<file path="config.mk">
export PLATFORM = sky130hd
export DESIGN_NAME = sha256_block_sequencer
export DESIGN_NICKNAME = d
export VERILOG_FILES = /design/src/rtl/sha256_block_sequencer.sv
export SDC_FILE = /design/constraint.sdc
export NUM_CORES = 1
export LEC_CHECK = 0
export ABC_AREA = 1
export BUFFER_PORTS_ARGS = -buffer_cell sky130_fd_sc_hd__buf_2
export CORE_AREA = 2 2 427 429
export DETAILED_ROUTE_END_ITERATION = 8
export DIE_AREA = 0 0 429 431
export SKIP_LAST_GASP = 1
export SYNTH_ARGS = -nofsm -noshare
export SYNTH_HDL_FRONTEND = slang
export SYNTH_SLANG_ARGS = --single-unit
</file>
<file path="constraint.sdc">
create_clock -name io_mainClk -period 48.3 [get_ports io_mainClk]
set_input_delay 4.83 -clock io_mainClk [delete_from_list [all_inputs] [get_ports io_mainClk]]
set_output_delay 4.83 -clock io_mainClk [all_outputs]
set_load 0.01 [all_outputs]
</file>
<file path="src/rtl/sha256_block_sequencer.sv">
// ---------------------------------------------------------------------------
// sha256_block_sequencer
//
// Streams a multi-block, already padded message into a SHA-256 core and hands
// the final digest to a consumer. Sixteen 32-bit words are packed into one
// 512-bit block. The core is then driven with one-cycle pulses: init_iv (first
// block of a message only), init_message and start. The sequencer waits for
// the core to finish before it loads the next block.
//
// Handshake: a word moves on every rising edge where s_valid and s_ready are
// both high. s_ready depends only on the sequencer state and abort, never on
// s_valid. The source holds s_word/s_last stable until the transfer.
// digest_valid stays high until a cycle with digest_ack high.
//
// Ports
//   io_mainClk, io_systemReset   clock, asynchronous active-high reset
//   s_word/s_valid/s_last        message word stream in
//   s_ready                      word accepted this cycle
//   abort                        synchronous abort, highest priority
//   core_input_data              packed 512-bit block to the core
//   core_init_iv/_message/start  one-cycle control pulses to the core
//   core_cmd                     CMD_VALUE while the sequencer owns the core
//   core_busy, core_output_data  core status and digest
//   digest/digest_valid          captured final digest, held until ack
//   digest_ack                   consumer acknowledge (used only in DONE)
//   block_count                  blocks completed in the current message
//   error                        sticky busy-rise timeout flag
// ---------------------------------------------------------------------------
module sha256_block_sequencer #(
    parameter int         RISE_TIMEOUT = 16,
    parameter logic [2:0] CMD_VALUE    = 3'd1,
    parameter int         CNT_W        = 16
) (
    input  logic             io_mainClk,
    input  logic             io_systemReset,
    input  logic [31:0]      s_word,
    input  logic             s_valid,
    input  logic             s_last,
    output logic             s_ready,
    input  logic             abort,
    output logic [511:0]     core_input_data,
    output logic             core_init_iv,
    output logic             core_init_message,
    output logic             core_start,
    output logic [2:0]       core_cmd,
    input  logic             core_busy,
    input  logic [255:0]     core_output_data,
    output logic [255:0]     digest,
    output logic             digest_valid,
    input  logic             digest_ack,
    output logic [CNT_W-1:0] block_count,
    output logic             error
);

    localparam int RISE_W = $clog2(RISE_TIMEOUT + 1);
    // rise_cnt is 0 on the first WAIT_RISE cycle (one cycle after the start
    // pulse). Giving up when it reaches RISE_TIMEOUT-2 makes error appear
    // exactly RISE_TIMEOUT cycles after the start pulse.
    localparam logic [RISE_W-1:0] RISE_LAST = RISE_W'(RISE_TIMEOUT - 2);

    typedef enum logic [2:0] {
        IDLE,
        LOAD,
        IV,
        MSG,
        START,
        WAIT_RISE,
        WAIT_DONE,
        DONE
    } state_t;

    state_t            state;
    state_t            state_next;
    logic [3:0]        idx;
    logic              first_blk;
    logic              last_flag;
    logic [RISE_W-1:0] rise_cnt;
    logic              word_take;
    logic              rise_expired;

    assign word_take    = s_valid & s_ready;
    assign rise_expired = (rise_cnt == RISE_LAST);

    // State register
    always_ff @(posedge io_mainClk or posedge io_systemReset) begin
        if (io_systemReset) begin
            state <= IDLE;
        end else begin
            state <= state_next;
        end
    end

    // Next state and state-decoded outputs
    always_comb begin
        state_next        = state;
        s_ready           = 1'b0;
        core_init_iv      = 1'b0;
        core_init_message = 1'b0;
        core_start        = 1'b0;
        core_cmd          = (state != IDLE) ? CMD_VALUE : 3'd0;

        case (state)
            IDLE: begin
                // The pending word stays on the bus and is taken in LOAD.
                if (s_valid) begin
                    state_next = LOAD;
                end
            end
            LOAD: begin
                // A word offered alongside abort is not taken; it would be
                // thrown away by the abort anyway.
                s_ready = ~abort;
                if (s_valid && (idx == 4'd15)) begin
                    state_next = first_blk ? IV : MSG;
                end
            end
            IV: begin
                core_init_iv = 1'b1;
                state_next   = MSG;
            end
            MSG: begin
                core_init_message = 1'b1;
                state_next        = START;
            end
            START: begin
                core_start = 1'b1;
                state_next = WAIT_RISE;
            end
            WAIT_RISE: begin
                if (core_busy) begin
                    state_next = WAIT_DONE;
                end else if (rise_expired) begin
                    state_next = IDLE;
                end
            end
            WAIT_DONE: begin
                if (!core_busy) begin
                    state_next = last_flag ? DONE : LOAD;
                end
            end
            DONE: begin
                if (digest_ack) begin
                    state_next = IDLE;
                end
            end
            default: state_next = IDLE;
        endcase

        if (abort) begin
            state_next = IDLE;
        end
    end

    // Datapath and status registers
    always_ff @(posedge io_mainClk or posedge io_systemReset) begin
        if (io_systemReset) begin
            core_input_data <= '0;
            digest          <= '0;
            digest_valid    <= 1'b0;
            block_count     <= '0;
            error           <= 1'b0;
            idx             <= '0;
            first_blk       <= 1'b1;
            last_flag       <= 1'b0;
            rise_cnt        <= '0;
        end else if (abort) begin
            // core_input_data and digest keep their contents on abort.
            digest_valid <= 1'b0;
            block_count  <= '0;
            error        <= 1'b0;
            idx          <= '0;
            first_blk    <= 1'b1;
            last_flag    <= 1'b0;
        end else begin
            case (state)
                LOAD: begin
                    if (word_take) begin
                        // ~idx == 15-idx, so word 0 lands in [511:480]
                        // and word 15 in [31:0].
                        core_input_data[{~idx, 5'b0} +: 32] <= s_word;
                        idx <= idx + 4'd1;  // wraps to 0 after word 15
                        if (s_last) begin
                            last_flag <= 1'b1;
                        end
                    end
                end
                IV: begin
                    first_blk <= 1'b0;
                end
                START: begin
                    rise_cnt <= '0;
                end
                WAIT_RISE: begin
                    if (!core_busy) begin
                        if (rise_expired) begin
                            error     <= 1'b1;
                            first_blk <= 1'b1;
                            // The abandoned block must not mark the next
                            // message as final.
                            last_flag <= 1'b0;
                        end else begin
                            rise_cnt <= rise_cnt + RISE_W'(1);
                        end
                    end
                end
                WAIT_DONE: begin
                    if (!core_busy) begin
                        block_count <= block_count + CNT_W'(1);
                        last_flag   <= 1'b0;
                        if (last_flag) begin
                            digest       <= core_output_data;
                            digest_valid <= 1'b1;
                        end
                    end
                end
                DONE: begin
                    if (digest_ack) begin
                        digest_valid <= 1'b0;
                        first_blk    <= 1'b1;
                        block_count  <= '0;
                    end
                end
                default: begin
                end
            endcase
        end
    end

endmodule

</file>
==> results of run 1 <==
[report_power, final]
| part | switching, W | leakage, nW | internal (W) |
|---|---|---|---|
| combinational | 0.000245 | 10.1 | 0.000133 |
| clock | 0.000301 | 1.54 | 0.000423 |
| sequential | 0.0000541 | 11.1 | 0.000753 |
[layout make-up]
class                      count  area, um2
fill                       19480     137400
tap                         2370       2965
sequential                   800      20020
antenna                       68      170.2
timing repair buffer        1129       5761
clock inverter                34      435.4
clock buffer                 137       2704
multi-input combinational   1844      10400
inverter                      78      302.8
[stage by stage]
stage,setup slack [ps],utilization (%),area [um2],instances
3_5_place_dp,38000,21.90,39450,6221
4_1_cts,38000,23.64,42590,6392
6_report,38000,23.74,42760,6460
3_3_place_gp,38000,21.90,39450,6221
2_1_floorplan,21010,-,31530,2937
5_1_grt,37930,23.65,42610,6400
[worst max-delay path by stage]
stage                   start                    endpoint  slack [ps]  depth (start not counted)
2_1_floorplan  io_systemReset  block_count[0]$_DFFE_PP0P_       21010                          1
3_3_place_gp            abort                     s_ready       38000                          3
3_5_place_dp            abort                     s_ready       38000                          3
4_1_cts                 abort                     s_ready       38000                          3
5_1_grt                 abort                     s_ready       37930                          3
6_report                abort                     s_ready       38000                          3
[sequential cells by signal, summed over array words and instances (netlist names)]
register	cells
block_count	16
core_input_data	512
digest	256
digest_valid	1
error	1
first_blk	1
idx	4
last_flag	1
rise_cnt	5
state	3
[critical path: stages]
cell and delay, ps:
buf_2 190, nor2_1 260, buf_2 180
[cell families after synthesis]
group,Yosys count
other,1
buffers and inverters,293
adders and majority gates,6
DFF,800
xor gates and xnor gates,4
and+or+nand+nor,1092
muxes,256
AOI/OAI and AO/OA,484
[cell usage in the layout, fill, tap and decap left out, drive strengths merged]
cell and instances:
diode 68, o21ai 468, conb 2, a21oi 7, inv 81, nor4 64
clkinvlp 2, o21bai 3, clkinv 23, nand2 727, buf 1129, o21a 1
nand4 202, o22ai 2, clkbuf 137, nand3 43, mux2 256, o2111ai 1
dfrtp 799, bufinv 6, or2 1, xor2 4, ha 6, a22oi 1
nor3 5, nor2 50, dfstp 1, a31oi 1
[per-layer routing]
layer	track usage [%]	vias up	share of wire (%)
li1	-	12150	-
met1	18.05	13730	37
met2	26.80	1205	51
met3	5.237	239	8.7
met4	5.700	10	3.6
met5	0	-	0.053
==> results.toml, run 1 <==
[outcome]
status = "complete, no violations"

[routing]
drt-vias-per-instance = 4.232
drc = 0
firstDrtPassIters = 5
drt_first_iter_violations = 2502
wl_um = 150600
postRouteAntennaNets = 0
wl_per_cell_um = 23.32
vias = 27340

[global_routing]
grt.overflow.total = 0
grt_use_total_pct = 15.63
grt_max_degree = 124
antenna_found_initial = 19
first_global_vias = 26340
grt_pass1_wl_um = 207500

[synthesis]
synth-edff-count = 0
yosysSeqAreaShare_pct = 63.51
synth-compound-area-share_pct = 7.760
synth_area_leaders = "dfrtp_1, mux2_2, nand2_1, o21ai_0, nand4_1"
yosys-top-cells-count = "dfrtp_1, nand2_1, o21ai_0"
yosys.area_share.simple_pct = 15.42
synth_top_area_cell = "dfrtp_1"
synth_top_family_by_area = "simple AND/OR/NAND/NOR gates"
synth.most_common_cell = "dfrtp_1"
ys.flop_type = "dfrtp_1"
netlist_instances = 2936
async_reset_ff_share_pct = 100.0
synth-xor-area-share_pct = 0.1111
synthMuxAreaShare_pct = 9.145
synth.avg_cell_area_um2 = 10.74
ys_types = 33
synthAdderAreaFrac_pct = 0.2382
yosysWarnings = 0
synth_top_area_share_pct = 63.43
syn_area_mm2 = 0.03152
ys_ff_latch = 800

[worst_hold_path]
hp-start = "core_input_data[431]$_DFFE_PP0P_"
hold-path-endpoint = "core_input_data[431]$_DFFE_PP0P_"
holdCritPathClass = "reg -> reg"
holdPathStages = 2

[timing]
hold_slack_ps = 472.9
finClkSkew_ps = 23.74
worst_pin_slew_ps = 1251
report.final.setup_viol = 0
fin_crit_sh_pct = 21.32
min_period_ps = 10300
rsz0062_at_grt = "false"
drv_slew = 0
finalSetupTns_ps = 0
slew_headroom_pct = 16.26
hold_violations = 0
fmax_ghz = 0.09709

[critical_path]
ff2ff_setup_slack_ps = 43460
worstSetupEndpointType = "primary output"
rr_worst_depth = 9
cp_max_fo = 9
reg2reg_from = "state[0]$_DFFE_PP0P_"
arrival_ps = 5470
r2r_end = "digest[80]$_DFFE_PP0P_"
critPathKind = "in -> out"
worst_ep_required_time_ps = 43470
worst_setup_path_start_kind = "primary input"

[cts]
cts_tree = "yes"
clockBufferDepth = 3
htree_levels = 3
cts.repair.resized = 0
cts.sinks = 800
cts_buffers = 92
post_cts_buffers = 0
clk_pin_slew_ps = 60
clock_latency_ps = 720
cts_root_buffer = "clkbuf_16"
hold_buffers = 0

[die]
initial_core_util_pct = 17.50
rows = 156
die_h_um = 431
dieArea_mm2 = 0.1849
io_pins = 1088
coreArea_mm2 = 0.1802
die_x_um = 429

[pwr]
power.leakage_nw = 22.69
power_w = 0.001909
ir_drop_mv = 0.02474
powerDensity_mw_per_mm2 = 44.65

[place]
numPortBuffers = 1085
gp_congestion = 0.9820
hpwl_um = 116100

[flow_run]
drv_cap = 0

[finish]
area_growth_pct = 35.66
final_nets = 4246
drive_above_1_share_pct = 38.91
Power figures use the tool's default switching activity.
==> inputs of run 2 (changes only) <==
--- a/config.mk
+++ b/config.mk
@@ -5,11 +5,11 @@
 export SDC_FILE = /design/constraint.sdc
 export NUM_CORES = 1
 export LEC_CHECK = 0
-export ABC_AREA = 1
+export ABC_AREA = 0
 export BUFFER_PORTS_ARGS = -buffer_cell sky130_fd_sc_hd__buf_2
-export CORE_AREA = 2 2 427 429
+export CORE_AREA = 2 2 428 430
 export DETAILED_ROUTE_END_ITERATION = 8
-export DIE_AREA = 0 0 429 431
+export DIE_AREA = 0 0 430 432
 export SKIP_LAST_GASP = 1
 export SYNTH_ARGS = -nofsm -noshare
 export SYNTH_HDL_FRONTEND = slang
==> constraint.sdc (replaced) <==
create_clock -name io_mainClk -period 9.3 [get_ports io_mainClk]
set_input_delay 0.93 -clock io_mainClk [delete_from_list [all_inputs] [get_ports io_mainClk]]
set_output_delay 0.93 -clock io_mainClk [all_outputs]
set_load 0.01 [all_outputs]
==> results.toml, run 2 <==
[routing]
wl_um = 155600
wl_per_cell_um = 26.96
drc = 0
postRouteAntennaNets = 0
vias = 22780
drt-vias-per-instance = 3.947
drt_first_iter_violations = 1603
firstDrtPassIters = 4

[synthesis]
ys_types = 62
synth-compound-area-share_pct = 1.454
yosysWarnings = 0
synthAdderAreaFrac_pct = 0.2333
netlist_instances = 2154
ys.flop_type = "dfrtp_1"
synth-xor-area-share_pct = 0.1827
yosys.area_share.simple_pct = 5.121
synth_top_family_by_area = "multiplexers"
synth.most_common_cell = "dfrtp_1"
syn_area_mm2 = 0.03218
synth_area_leaders = "dfrtp_1, mux2_2, mux2_4, mux2i_1, and2_1"
yosysSeqAreaShare_pct = 62.21
synth_top_area_share_pct = 62.13
ys_ff_latch = 800
synthMuxAreaShare_pct = 27.45
synth.avg_cell_area_um2 = 14.94
synth-edff-count = 0
yosys-top-cells-count = "dfrtp_1, mux2_2, and2_1"
async_reset_ff_share_pct = 100.0
synth_top_area_cell = "dfrtp_1"

[global_routing]
grt_max_degree = 141
grt.overflow.total = 0
antenna_found_initial = 64
grt_use_total_pct = 16.12
grt_pass1_wl_um = 203300
first_global_vias = 22470

[die]
die_h_um = 432
initial_core_util_pct = 17.71
die_x_um = 430
coreArea_mm2 = 0.1817
io_pins = 1088
dieArea_mm2 = 0.1858
rows = 157

[cts]
cts_root_buffer = "clkbuf_16"
hold_buffers = 0
post_cts_buffers = 0
clk_pin_slew_ps = 60
clock_latency_ps = 720
cts_buffers = 94
htree_levels = 3
cts.sinks = 800
clockBufferDepth = 3
cts.repair.resized = 0
cts_tree = "yes"

[outcome]
status = "complete, no violations"

[critical_path]
arrival_ps = 4640
worstSetupEndpointType = "flip-flop"
cp_max_fo = 21
critPathKind = "reg -> reg"
worst_ep_required_time_ps = 9900
rr_worst_depth = 5
ff2ff_setup_slack_ps = 5260
worst_setup_path_start_kind = "flip-flop"
reg2reg_from = "state[1]$_DFFE_PP0P_"
r2r_end = "core_input_data[79]$_DFFE_PP0P_"

[timing]
hold_violations = 0
finClkSkew_ps = 38.37
hold_slack_ps = 162.7
slew_headroom_pct = 14.01
rsz0062_at_grt = "false"
worst_pin_slew_ps = 1272
fin_crit_sh_pct = 43.45
drv_slew = 0
min_period_ps = 4041
report.final.setup_viol = 0
fmax_ghz = 0.2475

[finish]
drive_above_1_share_pct = 59.85
layoutNonFillerInstCount = 5770
largestRegisters = "core_input_data x512, digest x256, block_count x16"
fin_util_pct = 24.06
final_nets = 3521
final_common_cell = "buf_2"
largest-register = "core_input_data"
largest_reg_flops = 512
area_growth_pct = 35.85
most-common-layout-cells = "buf_2, dfrtp_1, mux2_2"

[place]
hpwl_um = 122800
placed_cells = 5509
gp_congestion = 0.9035
numPortBuffers = 1085

[pwr]
ir_drop_mv = 0.1458
power.leakage_nw = 23.87
powerDensity_mw_per_mm2 = 199.0

[worst_hold_path]
holdCritPathClass = "in -> async"

[flow_run]
drv_cap = 0
## run 2: changes by cell type in the layout (fill, tap and decap cells not counted), moves of 31 or more
cell / change
nand4_1: -198
mux2i_1: +72
nor4_1: -62
o21ai_0: -378
and2_1: +104
nand2_1: -653
mux2_4: +88
mux2_2: +333
o21ai_1: -58
nor2_1: -31
## run 2: final cells by class
| type | instances | area, um2 |
|---|---|---|
| antenna | 90 | 225.2 |
| clock buffer | 133 | 2730 |
| clock inverter | 38 | 550.5 |
| fill | 19120 | 138000 |
| inverter | 87 | 330.3 |
| multi-input combinational | 1125 | 11170 |
| sequential | 800 | 20020 |
| tap | 2385 | 2984 |
| timing repair buffer | 1112 | 5708 |
## run 2: kinds of logic (layout without fill, tap and decap cells)
logic type / Yosys count / count (layout)
flip-flops: 800 / 800
multiplexers: 763 / 763
AND/OR/NAND/NOR: 271 / 271
buffers and inverters: 230 / 1370
AO/OA/AOI/OAI: 78 / 78
adder cells (fa/ha/maj): 6 / 6
XOR/XNOR: 5 / 5
other: 1 / 92
## run 2: where the power goes
part,switching [W],leakage [nW],internal (W)
clock,0.00162,1.60,0.00229
sequential,0.000118,10.7,0.00365
combinational,0.000617,11.5,0.000405
total,0.00236,23.9,0.00634
## run 2: worst max-delay path, stage by stage (launching register included)
cell	delay, ps
dfrtp_1	580
nor4bb_1	1130
nand3_1	400
nor4_4	810
buf_4	510
mux2_2	400
## run 2: worst max path at each step
stage | from | to | cells after the start
after floorplan | io_systemReset | block_count[0]$_DFFE_PP0P_ | 1
after global placement | s_valid | core_input_data[80]$_DFFE_PP0P_ | 6
after detailed placement | s_valid | core_input_data[83]$_DFFE_PP0P_ | 6
after CTS | state[1]$_DFFE_PP0P_ | core_input_data[79]$_DFFE_PP0P_ | 5
after global routing | state[1]$_DFFE_PP0P_ | core_input_data[75]$_DFFE_PP0P_ | 5
final | state[1]$_DFFE_PP0P_ | core_input_data[79]$_DFFE_PP0P_ | 5
## run 2: stage by stage
| step | total power, W | setup WS [ps] | instance area, um2 | TNS [ps] |
|---|---|---|---|---|
| after floorplan | 0.004352 | -2610 | 32190 | -2085320 |
| after global placement | 0.004842 | 4874 | 40210 | 0 |
| after detailed placement | 0.004865 | 4844 | 40210 | 0 |
| after CTS | 0.008817 | 5235 | 43490 | 0 |
| after global routing | 0.009039 | 5001 | 43560 | 0 |
| final | 0.008698 | 5259 | 43720 | 0 |
## run 2: routing by layer
layer,up-vias,track usage [%],part of all wire [%]
met5,-,1.509,0.11
met4,24,4.681,2.5
met3,200,6.209,9.5
met2,959,27.20,50
met1,11910,18.77,38
li1,9687,-,-
